## src/rtl/brg_pkg.sv

```systemverilog
// rtl/brg_pkg.sv - shared defaults for the baud-rate generator
package brg_pkg;

  localparam int          BRG_DIV_W       = 16;
  localparam int          BRG_OSR_LOG2    = 4;
  localparam logic [15:0] BRG_DEFAULT_DIV = 16'h028B;

endpackage

```

## src/rtl/brg_down_counter.sv

```systemverilog
// rtl/brg_down_counter.sv - auto-reloading down counter with terminal flag
// force_load beats reload, reload beats the enabled count/terminal reload.
module brg_down_counter #(
  parameter int           W           = 16,
  parameter logic [W-1:0] RESET_VALUE = '0
) (
  input  logic         clk,
  input  logic         rst_n,
  input  logic         enable,
  input  logic         reload,
  input  logic [W-1:0] reload_value,
  input  logic         force_load,
  input  logic [W-1:0] force_value,
  output logic         terminal
);

  logic [W-1:0] count;

  assign terminal = (count == '0);

  always_ff @(posedge clk or negedge rst_n) begin
    if (!rst_n) begin
      count <= RESET_VALUE;
    end else if (force_load) begin
      count <= force_value;
    end else if (reload) begin
      count <= reload_value;
    end else if (enable) begin
      count <= terminal ? reload_value : count - W'(1);
    end
  end

endmodule

```

## src/rtl/brg_param.sv

```systemverilog
// rtl/brg_param.sv - parameterised tx bit-rate / rx oversample pulse generator
// A loaded divisor waits in a pending register and is applied at a tx period boundary.
module brg_param
  import brg_pkg::*;
#(
  parameter int               DIV_W       = BRG_DIV_W,
  parameter int               OSR_LOG2    = BRG_OSR_LOG2,
  parameter logic [DIV_W-1:0] DEFAULT_DIV = DIV_W'(BRG_DEFAULT_DIV)
) (
  input  logic             clk,
  input  logic             rst_n,
  input  logic             enable,
  input  logic             div_load,
  input  logic [DIV_W-1:0] div_in,
  input  logic             rx_resync,
  output logic             tx_enable,
  output logic             rx_enable,
  output logic             div_pending
);

  localparam logic [DIV_W-1:0] DEFAULT_RX = DEFAULT_DIV >> OSR_LOG2;

  logic [DIV_W-1:0] div_q;
  logic [DIV_W-1:0] pend_q;
  logic             pend_v;
  logic [DIV_W-1:0] r_cur;
  logic [DIV_W-1:0] r_new;
  logic             tx_term;
  logic             rx_term;
  logic             apply_on;
  logic             apply_off;
  logic             apply;
  logic             resync_go;
  logic             rx_force;
  logic [DIV_W-1:0] rx_force_value;

  assign r_cur = div_q >> OSR_LOG2;
  assign r_new = pend_q >> OSR_LOG2;

  // pend_v is registered, so a load in a terminal cycle is not applied until the next one.
  assign apply_on  = enable & tx_term & pend_v;
  assign apply_off = ~enable & pend_v;
  assign apply     = apply_on | apply_off;
  assign resync_go = enable & rx_resync & ~apply;

  assign rx_force       = apply | resync_go;
  assign rx_force_value = apply ? r_new : (r_cur >> 1);

  always_ff @(posedge clk or negedge rst_n) begin
    if (!rst_n) begin
      div_q  <= DEFAULT_DIV;
      pend_q <= DEFAULT_DIV;
      pend_v <= 1'b0;
    end else begin
      if (apply) begin
        div_q <= pend_q;
      end
      if (div_load) begin
        pend_q <= div_in;
      end
      pend_v <= div_load | (pend_v & ~apply);
    end
  end

  brg_down_counter #(
    .W           (DIV_W),
    .RESET_VALUE (DEFAULT_DIV)
  ) u_tx_cnt (
    .clk          (clk),
    .rst_n        (rst_n),
    .enable       (enable),
    .reload       (1'b0),
    .reload_value (div_q),
    .force_load   (apply),
    .force_value  (pend_q),
    .terminal     (tx_term)
  );

  brg_down_counter #(
    .W           (DIV_W),
    .RESET_VALUE (DEFAULT_RX)
  ) u_rx_cnt (
    .clk          (clk),
    .rst_n        (rst_n),
    .enable       (enable),
    .reload       (1'b0),
    .reload_value (r_cur),
    .force_load   (rx_force),
    .force_value  (rx_force_value),
    .terminal     (rx_term)
  );

  assign tx_enable   = enable & tx_term;
  assign rx_enable   = enable & rx_term;
  assign div_pending = pend_v;

endmodule

```

## config.mk

```make
export PLATFORM = sky130hd
export DESIGN_NAME = brg_param
export DESIGN_NICKNAME = d
export VERILOG_FILES = /design/src/rtl/brg_pkg.sv /design/src/rtl/brg_down_counter.sv /design/src/rtl/brg_param.sv
export SDC_FILE = /design/constraint.sdc
export NUM_CORES = 1
export LEC_CHECK = 0
export BUFFER_PORTS_ARGS = -buffer_cell sky130_fd_sc_hd__buf_2
export CORE_MARGIN = 2
export CORE_UTILIZATION = 64
export DETAILED_ROUTE_END_ITERATION = 6
export PLACE_DENSITY = 0.85
export SETUP_SLACK_MARGIN = 0.2
export SYNTH_ARGS = -nofsm -noshare
export SYNTH_HDL_FRONTEND = slang
export SYNTH_SLANG_ARGS = --single-unit
export TNS_END_PERCENT = 1
```

## constraint.sdc

```tcl
create_clock -name clk -period 5.58 [get_ports clk]
set_input_delay 0.279 -clock clk [delete_from_list [all_inputs] [get_ports clk]]
set_output_delay 0.279 -clock clk [all_outputs]
set_load 0.02 [all_outputs]
```

### After elaboration in Yosys (flattened, before gate mapping)

Cells that the tools add are included.

| operators by class | value |
|---|---|
| bitwise gates (word level) | 12 |
| reduce and logical (&&, ||, !) cells | 4 |
| muxes and demuxes | 7 |
| $add $sub $neg | 2 |

Operator list:

| operator | number |
|---|---|
| $mux W16 | 6 |
| $logic_not A16 Y1 | 2 |
| $sub A16 B1 Y16 const B | 2 |
| $mux W12 | 1 |
| $and A1 B1 Y1 | 7 |
| $reduce_bool A2 Y1 | 2 |
| $or A1 B1 Y1 | 3 |
| $not A1 Y1 | 2 |

| storage, ports and cells | value |
|---|---|
| flip-flop bits (word level) | 65 |

### Logic depth before layout (Yosys ltp)

Gate-level depths: netlist (run 1).

| depth | value |
|---|---|
| word-level depth | 8 |
| gate-level depth with buffers | 8 |
| gate-level depth less buffers | 7 |

### By module

Synthesis (run 1) repeated with hierarchy kept, for this count alone.

| second synthesis, totals | value |
|---|---|
| cell total of the unflattened synthesis | 403 |
| area, all modules | 4,001.3 µm² |

By module, submodules not included:

| module | area each (µm²) | cells an instance | seq. area each (µm²) | times used |
|---|---|---|---|---|
| brg_param | 1,470.2 | 94 | 838.3 | 1 |
| brg_down_counter at u_tx_cnt | 1,286.2 | 155 | 406.6 | 1 |
| brg_down_counter at u_rx_cnt | 1,244.9 | 154 | 402.9 | 1 |

### Least setup slack after synthesis (run 1)

Ideal clock, no wire load.

| timing | value |
|---|---|
| kind | register to register |
| from | reg u_rx_cnt.count[8] |
| to | reg u_rx_cnt.count[5] |
| setup time | 0.068 ns |
| data required time | 5.512 ns |
| slack | 3.260 ns |
| clock period less this slack | 2.320 ns |
| cell stages (with the launch flop) | 8 |
| path buffers | 2 |
| arrival | 2.252 ns |
| cells stage by stage | dfrtp_1 or4_1 buf_2 or4b_4 buf_6 and3_1 o31a_1 a21oi_2 |

| on the way | value |
|---|---|
| word-level cells in the longest chain between the ends | 4 |

Ends and longest elaborated chain:

| item | RTL line | source |
|---|---|---|
| from (decl) | brg_down_counter.sv:17 | `logic [W-1:0] count;` |
| from (signal assigned) | brg_down_counter.sv:25 | `count <= force_value;` |
| from (signal assigned) | brg_down_counter.sv:27 | `count <= reload_value;` |
| from (signal assigned) | brg_down_counter.sv:29 | `count <= terminal ? reload_value : count - W'(1);` |
| $logic_not A16 Y1 | brg_down_counter.sv:19 | `assign terminal = (count == '0);` |
| $mux W16 | brg_down_counter.sv:29 |  |
| $mux W16 | brg_down_counter.sv:28 | `end else if (enable) begin` |
| $mux W16 | brg_down_counter.sv:24 | `end else if (force_load) begin` |

No other way between the ends. The select of a mux whose other input is x is not followed.
A chain may end at the register's enable or synchronous reset.

### Final worst setup path (run 1)

| timing | value |
|---|---|
| from | reg u_tx_cnt.count[13] |
| to | out tx_enable |

| on the way | value |
|---|---|
| word-level cells in the longest chain between the ends | 2 |

Ends and longest elaborated chain:

| item | RTL line | source |
|---|---|---|
| from (decl) | brg_down_counter.sv:17 |  |
| from (signal assigned) | brg_down_counter.sv:25 |  |
| from (signal assigned) | brg_down_counter.sv:27 |  |
| from (signal assigned) | brg_down_counter.sv:29 |  |
| $logic_not A16 Y1 | brg_down_counter.sv:19 |  |
| $and A1 B1 Y1 | brg_param.sv:93 | `assign tx_enable = enable & tx_term;` |
| to (decl) | brg_param.sv:16 | `output logic tx_enable,` |

No other way between the ends.

==> results.json, run 1 <==
{
  "drc_errors": 0,
  "die_h_um": 79.5,
  "async_flop_share_pct": 100,
  "fmax_ghz": 0.340,
  "yosys.area.top_type_share_pct": 33.0,
  "timing.rr.end": "u_tx_cnt.count[11]$_DFFE_PN0P_",
  "drt_iter0_markers": 402,
  "synth_nets": 423,
  "hp-class": "input pin to async pin",
  "dp_hpwl_um": 6490,
  "finalPower_mw": 1.43,
  "synth-main-ff-cell": "dfrtp_1",
  "cap_violations": 0,
  "path_cells": "or4_1 > nor4_1 > nand2_1 > nor2_1 > buf_2",
  "relSlewSlack_pct": 29.7,
  "area_growth_pct": 10.2,
  "final_core_util_pct": 72.9,
  "hold_buffers": 0,
  "post_cts_buffers": 0,
  "ir_drop_uv": 256,
  "end_kind": "output port",
  "place_inst": 472,
  "wl_per_cell_um": 19.9,
  "required_ps": 5300,
  "r2r_cells": 8,
  "rsz0062_at_grt": "no",
  "io_pins": 24,
  "fin_crit_sh_pct": 52.7,
  "clockRootBuffer": "clkbuf_8",
  "grt-ovfl-total": 0,
  "final_cells": 488,
  "crit_start": "u_tx_cnt.count[13]$_DFFE_PN0P_",
  "dieArea_um2": 6310,
  "cts-resized-gates": 0,
  "final_nets": 435,
  "cts_sinks": 65,
  "num_vias": 3358,
  "hold_viol_final": 0,
  "power_density_nw_per_um2": 357,
  "gp_congestion": 0.912,
  "leakage_nw": 1.64,
  "cts_tree": "done",
  "cts_buffers": 9,
  "slowest_stage": "or4_1",
  "setup_ws_ps": 2640,
  "drt_pass1_iterations": 5,
  "r2r_start": "u_tx_cnt.count[0]$_DFFE_PN1P_",
  "grt_pass1_vias": 3363,
  "drive_gt1_share_pct": 19.5,
  "syn_area_um2": 3640,
  "ys_top_cells_by_area": "dfrtp_1 (33%), dfstp_2 (12%), nand2_1 (6.5%)",
  "fp.dieW_um": 79.5,
  "clock_path_buffers": 2,
  "syn_inst": 399,
  "ys_warn_count": 0,
  "start_util_pct": 66.2,
  "clkSlewWorstSetupHoldPaths_ps": 70,
  "num_rows": 27,
  "status": "finished, final reports clean",
  "worst-path-max-fanout": 12,
  "viasPerCell": 6.88,
  "cp-start-kind": "flop",
  "worstSkewPairLatency_ps": 350,
  "yosys_register_bits": 65,
  "seq_area_frac_synth_pct": 45.2,
  "synth-edff-count": 0,
  "wl_um": 9730,
  "critical_path_class": "flop to output port",
  "antenna_left": 0,
  "track_usage_pct": 33.7,
  "core_um2": 5510,
  "setup_viol": 0,
  "drv_slew": 0,
  "grt_pass1_wl_um": 16300,
  "worst_slew_pin_slew_ps": 1050,
  "avgSynthCellArea_um2": 9.13,
  "yosys.area.top_type": "dfrtp_1",
  "antenna_found_initial": 0,
  "fin_tns_setup_ps": 0,
  "antennaDiodeCount": 0,
  "worst_path_largest_cell_delay_ps": 550,
  "post-place-ws_ps": 2970,
  "period_needed_ps": 2940,
  "worstPathArrival_ps": 2660,
  "grt_start_max_net_pins": 66,
  "r2r_slack_ps": 2950,
  "finClkSkew_ps": 9.71,
  "cts-htree-levels": 3,
  "port_buffers": 23,
  "synth.distinct_cells": 55
}
## state kept, by name, summed over array words and instances, names as in the netlist
signal and cells:
u_tx_cnt.count 16, div_pending 1, div_q 16, u_rx_cnt.count 16, pend_q 16
## layout make-up
| class | count | area [um^2] |
|---|---|---|
| Clock buffer | 11 | 141 |
| Clock inverter | 5 | 103 |
| Fill cell | 447 | 1490 |
| Inverter | 9 | 33.8 |
| Multi-Input combinational cell | 300 | 1860 |
| Sequential cell | 65 | 1650 |
| Tap cell | 72 | 90.1 |
| Timing Repair Buffer | 26 | 138 |
## metal layers
metal  up-vias  part of all wire, %  track usage [%]
met1      1593                   39             43.9
met4         0                  4.1             18.6
met2       232                   47             53.9
li1       1490                    -                -
met3        43                  9.6             5.09
met5         -                    0                0
## placed cells by master (no fill, tap or decap), types with 12 or more instances in the layout
| master | instances |
|---|---|
| nand2_1 | 63 |
| dfrtp_1 | 48 |
| nor2_1 | 28 |
| buf_2 | 23 |
| mux2_2 | 17 |
| a21oi_1 | 17 |
| dfstp_2 | 17 |
| nor4_1 | 16 |
| o21ai_0 | 16 |
| o22ai_1 | 14 |
| nor3_1 | 12 |
| xnor2_1 | 12 |
## Yosys cell counts, drive strengths merged (2+ instances only)
master	instances
o22ai	14
a22oi	3
o21bai	2
a21oi	19
dfrtp	48
o2111ai	3
nand2	63
a31oi	6
nor2b	3
nand2b	2
mux2	17
o211ai	10
and2	3
nor3	12
xor2	5
nor4b	4
xnor2	12
nor2	28
ha	3
or2	2
o31ai	2
nand3b	2
buf	3
o311ai	2
a211oi	2
mux2i	5
dfstp	17
inv	9
nor4	16
o31a	2
nand4	2
o21ai	19
or4	9
or3	10
a211o	4
clkbuf	22
nand3	3
## cells by family (layout without fill, tap and decap cells)
logic type	count (synthesis)	in the layout	share of synthesized area, %
DFF	65	65	45.2
muxes	22	22	6.63
and+or+nand+nor	165	165	22.7
xor gates and xnor gates	17	17	4.09
AOI/OAI and AO/OA	93	93	16.6
adders and majority gates	3	3	1.03
buffers and inverters	34	51	3.74
## metrics by stage
step,hold slack [ps],area [um^2]
after CTS,131,4020
after detailed placement,453,3770
after global routing,163,4020
after floorplan,-16.6,3640
after global placement,448,3770
final,103,4020
## power by group
group	switching, mW	total, mW	internal, mW
registers	0.106	0.666	0.561
clock network	0.188	0.497	0.308
logic	0.149	0.272	0.123
total	0.442	1.43	0.993
## worst max-delay path, delay by kind of cell (launching register included)
kind	cells	cell delay, ps
flip-flops	1	430
buffers and inverters	1	190
AND/OR/NAND/NOR	4	1690
## worst max-delay path by stage
stage          cells past startpoint                              to  slack, ps
2_1_floorplan                      7   u_rx_cnt.count[5]$_DFFE_PN1P_       3260
3_3_place_gp                       8  u_tx_cnt.count[12]$_DFFE_PN0P_       3050
3_5_place_dp                       8  u_tx_cnt.count[11]$_DFFE_PN0P_       2970
4_1_cts                            5                       tx_enable       2640
5_1_grt                            5                       tx_enable       2420
6_report                           5                       tx_enable       2640
No activity file was read; power rests on OpenSTA's default activity.
==> run 2, diff against run 1 <==
--- a/config.mk
+++ b/config.mk
@@ -5,11 +5,12 @@
 export SDC_FILE = /design/constraint.sdc
 export NUM_CORES = 1
 export LEC_CHECK = 0
+export ABC_AREA = 1
 export BUFFER_PORTS_ARGS = -buffer_cell sky130_fd_sc_hd__buf_2
 export CORE_MARGIN = 2
-export CORE_UTILIZATION = 64
+export CORE_UTILIZATION = 61
 export DETAILED_ROUTE_END_ITERATION = 6
-export PLACE_DENSITY = 0.85
+export PLACE_DENSITY = 0.81
 export SETUP_SLACK_MARGIN = 0.2
 export SYNTH_ARGS = -nofsm -noshare
 export SYNTH_HDL_FRONTEND = slang
==> constraint.sdc (replaced) <==
create_clock -name clk -period 2.8 [get_ports clk]
set_input_delay 0.14 -clock clk [delete_from_list [all_inputs] [get_ports clk]]
set_output_delay 0.14 -clock clk [all_outputs]
set_load 0.02 [all_outputs]
==> run 2 against run 1 <==
Compared with the run above: the flow now finishes with violations (negative hold slack); die area up 12%; cell count up 30%; flip-flop and latch count unchanged; total power up 110%; synthesized area up 7.1%; final area up 5.8%; register-to-register slack worse by 2500 ps; clock power up 79%; clock-buffer cell count unchanged; via count up 6.4%; combinational power rose to 3.2 times the previous value; largest power group unchanged; highest routed layer unchanged.
==> results.json, run 2 <==
{
  "status": "finished with violations",
  "violations": "negative hold slack",
  "cap_violations": 0,
  "wl_per_cell_um": 14.5,
  "clkSlewWorstSetupHoldPaths_ps": 80,
  "drt_iter0_markers": 255,
  "drive_gt1_share_pct": 16.8,
  "cts-htree-levels": 3,
  "fp.dieW_um": 84.0,
  "worstSetupEndpoint": "rx_enable",
  "wl_um": 9220,
  "finClkSkew_ps": 11.4,
  "port_buffers": 23,
  "synthSimpleGateAreaFrac_pct": 35.8,
  "crit_start": "u_rx_cnt.count[0]$_DFFE_PN0P_",
  "synthXorXnorAreaFrac_pct": 2.25,
  "worst-path-max-fanout": 4,
  "clock_path_buffers": 2,
  "ir_drop_uv": 488,
  "fillers": 521,
  "num_rows": 29,
  "fin_tns_setup_ps": 0,
  "r2r_cells": 13,
  "end_kind": "output port",
  "required_ps": 2660,
  "final_cells": 636,
  "gp_congestion": 0.906,
  "area_growth_pct": 8.92,
  "hold_viol_final": 31,
  "grt-ovfl-total": 0,
  "antennaDiodeCount": 0,
  "grt_start_max_net_pins": 66,
  "synth_nets": 557,
  "synth_compound_area_share_pct": 6.38,
  "drt_pass1_iterations": 5,
  "leakage_nw": 2.23,
  "critical_path_class": "flop to output port",
  "die_h_um": 84.0,
  "avgSynthCellArea_um2": 7.32,
  "track_usage_pct": 28.2,
  "period_needed_ps": 2410,
  "rsz0062_at_grt": "no",
  "synth-main-ff-cell": "dfrtp_1",
  "final_cell_mix": "nand2_1 (192), nand3_1 (59), nor2_1 (53)",
  "grt_pass1_vias": 3391,
  "synth_fa_ha_area_share_pct": 0.962,
  "hold-worst-slack_ps": -21.9,
  "fmax_ghz": 0.415,
  "relSlewSlack_pct": 45.7,
  "yosys.area.top_type_share_pct": 30.8,
  "syn_inst": 533,
  "multiInputGateArea_um2": 1940,
  "setup_viol": 0,
  "worst_slew_pin_slew_ps": 814,
  "ys_warn_count": 0,
  "syn_area_um2": 3900,
  "r2r_slack_ps": 470,
  "yosys.area.top_type": "dfrtp_1",
  "clockRootBuffer": "clkbuf_8",
  "ys_top_cells_by_area": "dfrtp_1 (31%), nand2_1 (18%), dfstp_2 (11%)",
  "drc_errors": 0,
  "place_inst": 620,
  "antenna_found_initial": 0,
  "cts_tree": "done",
  "synthMuxAreaShare_pct": 4.33,
  "drv_slew": 0,
  "final-seq-area_um2": 1650,
  "io_pins": 24,
  "cp-start-kind": "flop",
  "fin_crit_sh_pct": 86.1,
  "yosys_register_bits": 65,
  "dp_hpwl_um": 6630,
  "layout_commonest_cell": "nand2_1",
  "synthTopCellsByCount": "nand2_1 (192), nand3_1 (59), nor2_1 (53), inv_1 (49), dfrtp_1 (48)",
  "start_util_pct": 62.1,
  "r2r_start": "u_tx_cnt.count[0]$_DFFE_PN1P_",
  "worstSkewPairLatency_ps": 340,
  "synth-edff-count": 0,
  "cts_sinks": 65,
  "final_nets": 578,
  "num_vias": 3573,
  "grt_pass1_wl_um": 15800,
  "hold_buffers": 0,
  "hp-class": "input pin to async pin",
  "yosysMostFrequentCell": "nand2_1",
  "power_density_nw_per_um2": 721,
  "dieArea_um2": 7050,
  "viasPerCell": 5.62,
  "antenna_left": 0,
  "cts_buffers": 9,
  "worstPathArrival_ps": 2270,
  "timing.rr.end": "u_tx_cnt.count[8]$_DFFE_PN0P_",
  "seq_area_frac_synth_pct": 42.2,
  "synth.distinct_cells": 33,
  "synth_top_family_by_area": "simple AND/OR/NAND/NOR gates",
  "core_um2": 6280,
  "async_flop_share_pct": 100
}
-- run 2: changes by cell type in the layout (fill, tap and decap cells not counted), sizes merged, moves of 11 or more --
cell,delta
nand3,+56
inv,+42
o22ai,-14
nor4,-16
nor2,+33
nor3,-11
nand2,+134
-- run 2: per-layer routing --
layer	up-vias	GRT usage, %	share of wire (%)
met5	-	0	0
met4	0	10.7	2.5
met3	25	5.04	6.5
met2	135	44.7	47
met1	1666	39.0	44
li1	1747	-	-
-- run 2: cells by family (layout without fill, tap and decap cells) --
logic type,count (synthesis),count (layout)
muxes,15,15
adders and majority gates,3,3
buffers and inverters,69,95
DFF,65,65
AOI/OAI and AO/OA,42,42
xor gates and xnor gates,10,10
and+or+nand+nor,329,329
-- run 2: through the flow --
stage / util (%) / power (mW) / cell area (um^2) / setup slack, ps / hold WS [ps]
final: 67.7 / 3.07 / 4250 / 389 / -21.9
after global routing: 67.7 / 3.28 / 4250 / 239 / 16.8
after CTS: 67.6 / 3.06 / 4240 / 414 / 5.21
after detailed placement: 64.1 / 2.17 / 4020 / 442 / 356
after global placement: 64.1 / 2.14 / 4020 / 564 / 352
after floorplan: - / 1.96 / 3900 / 1030 / -156
-- run 2: cell type report --
| class | instances | share of cell area, % |
|---|---|---|
| well taps | 77 | 2.27 |
| inverters | 52 | 4.62 |
| clock buffers | 11 | 3.33 |
| multi-input cells | 399 | 45.7 |
| repair buffers | 27 | 3.42 |
| flip-flops and latches | 65 | 38.8 |
| clock inverters | 5 | 1.86 |
-- run 2: power breakdown --
group / total (mW) / internal (mW) / switching, mW / leakage [nW]
Clock: 0.891 / 0.525 / 0.366 / 0.113
Combinational: 0.860 / 0.312 / 0.548 / 1.36
Sequential: 1.31 / 1.14 / 0.172 / 0.765
Total: 3.07 / 1.98 / 1.09 / 2.23
-- run 2: how the worst min path moves through the flow --
stage | endpoint | slack [ps]
finish | u_rx_cnt.count[14]$_DFFE_PN0P_ | -20
global route | pend_q[5]$_DFFE_PN0P_ | 20
CTS | u_rx_cnt.count[4]$_DFFE_PN0P_ | 5
detailed placement | pend_q[15]$_DFFE_PN0P_ | 360
global placement | pend_q[15]$_DFFE_PN0P_ | 350
floorplan | div_pending$_DFF_PN0_ | -160
-- run 2: worst max-delay path, stage by stage (launching register included) --
cell and delay, ps:
dfrtp_1 380, inv_1 130, ha_1 220, nand2_1 150
nor2_1 270, nand4_1 160, or2_1 300, nor2_1 130
buf_2 180
-- run 2: what timing repair did --
item                                    in CTS  in global routing
buffers inserted                             0                  0
endpoints found under the setup margin       0                  3
gates resized for setup                      0                  1
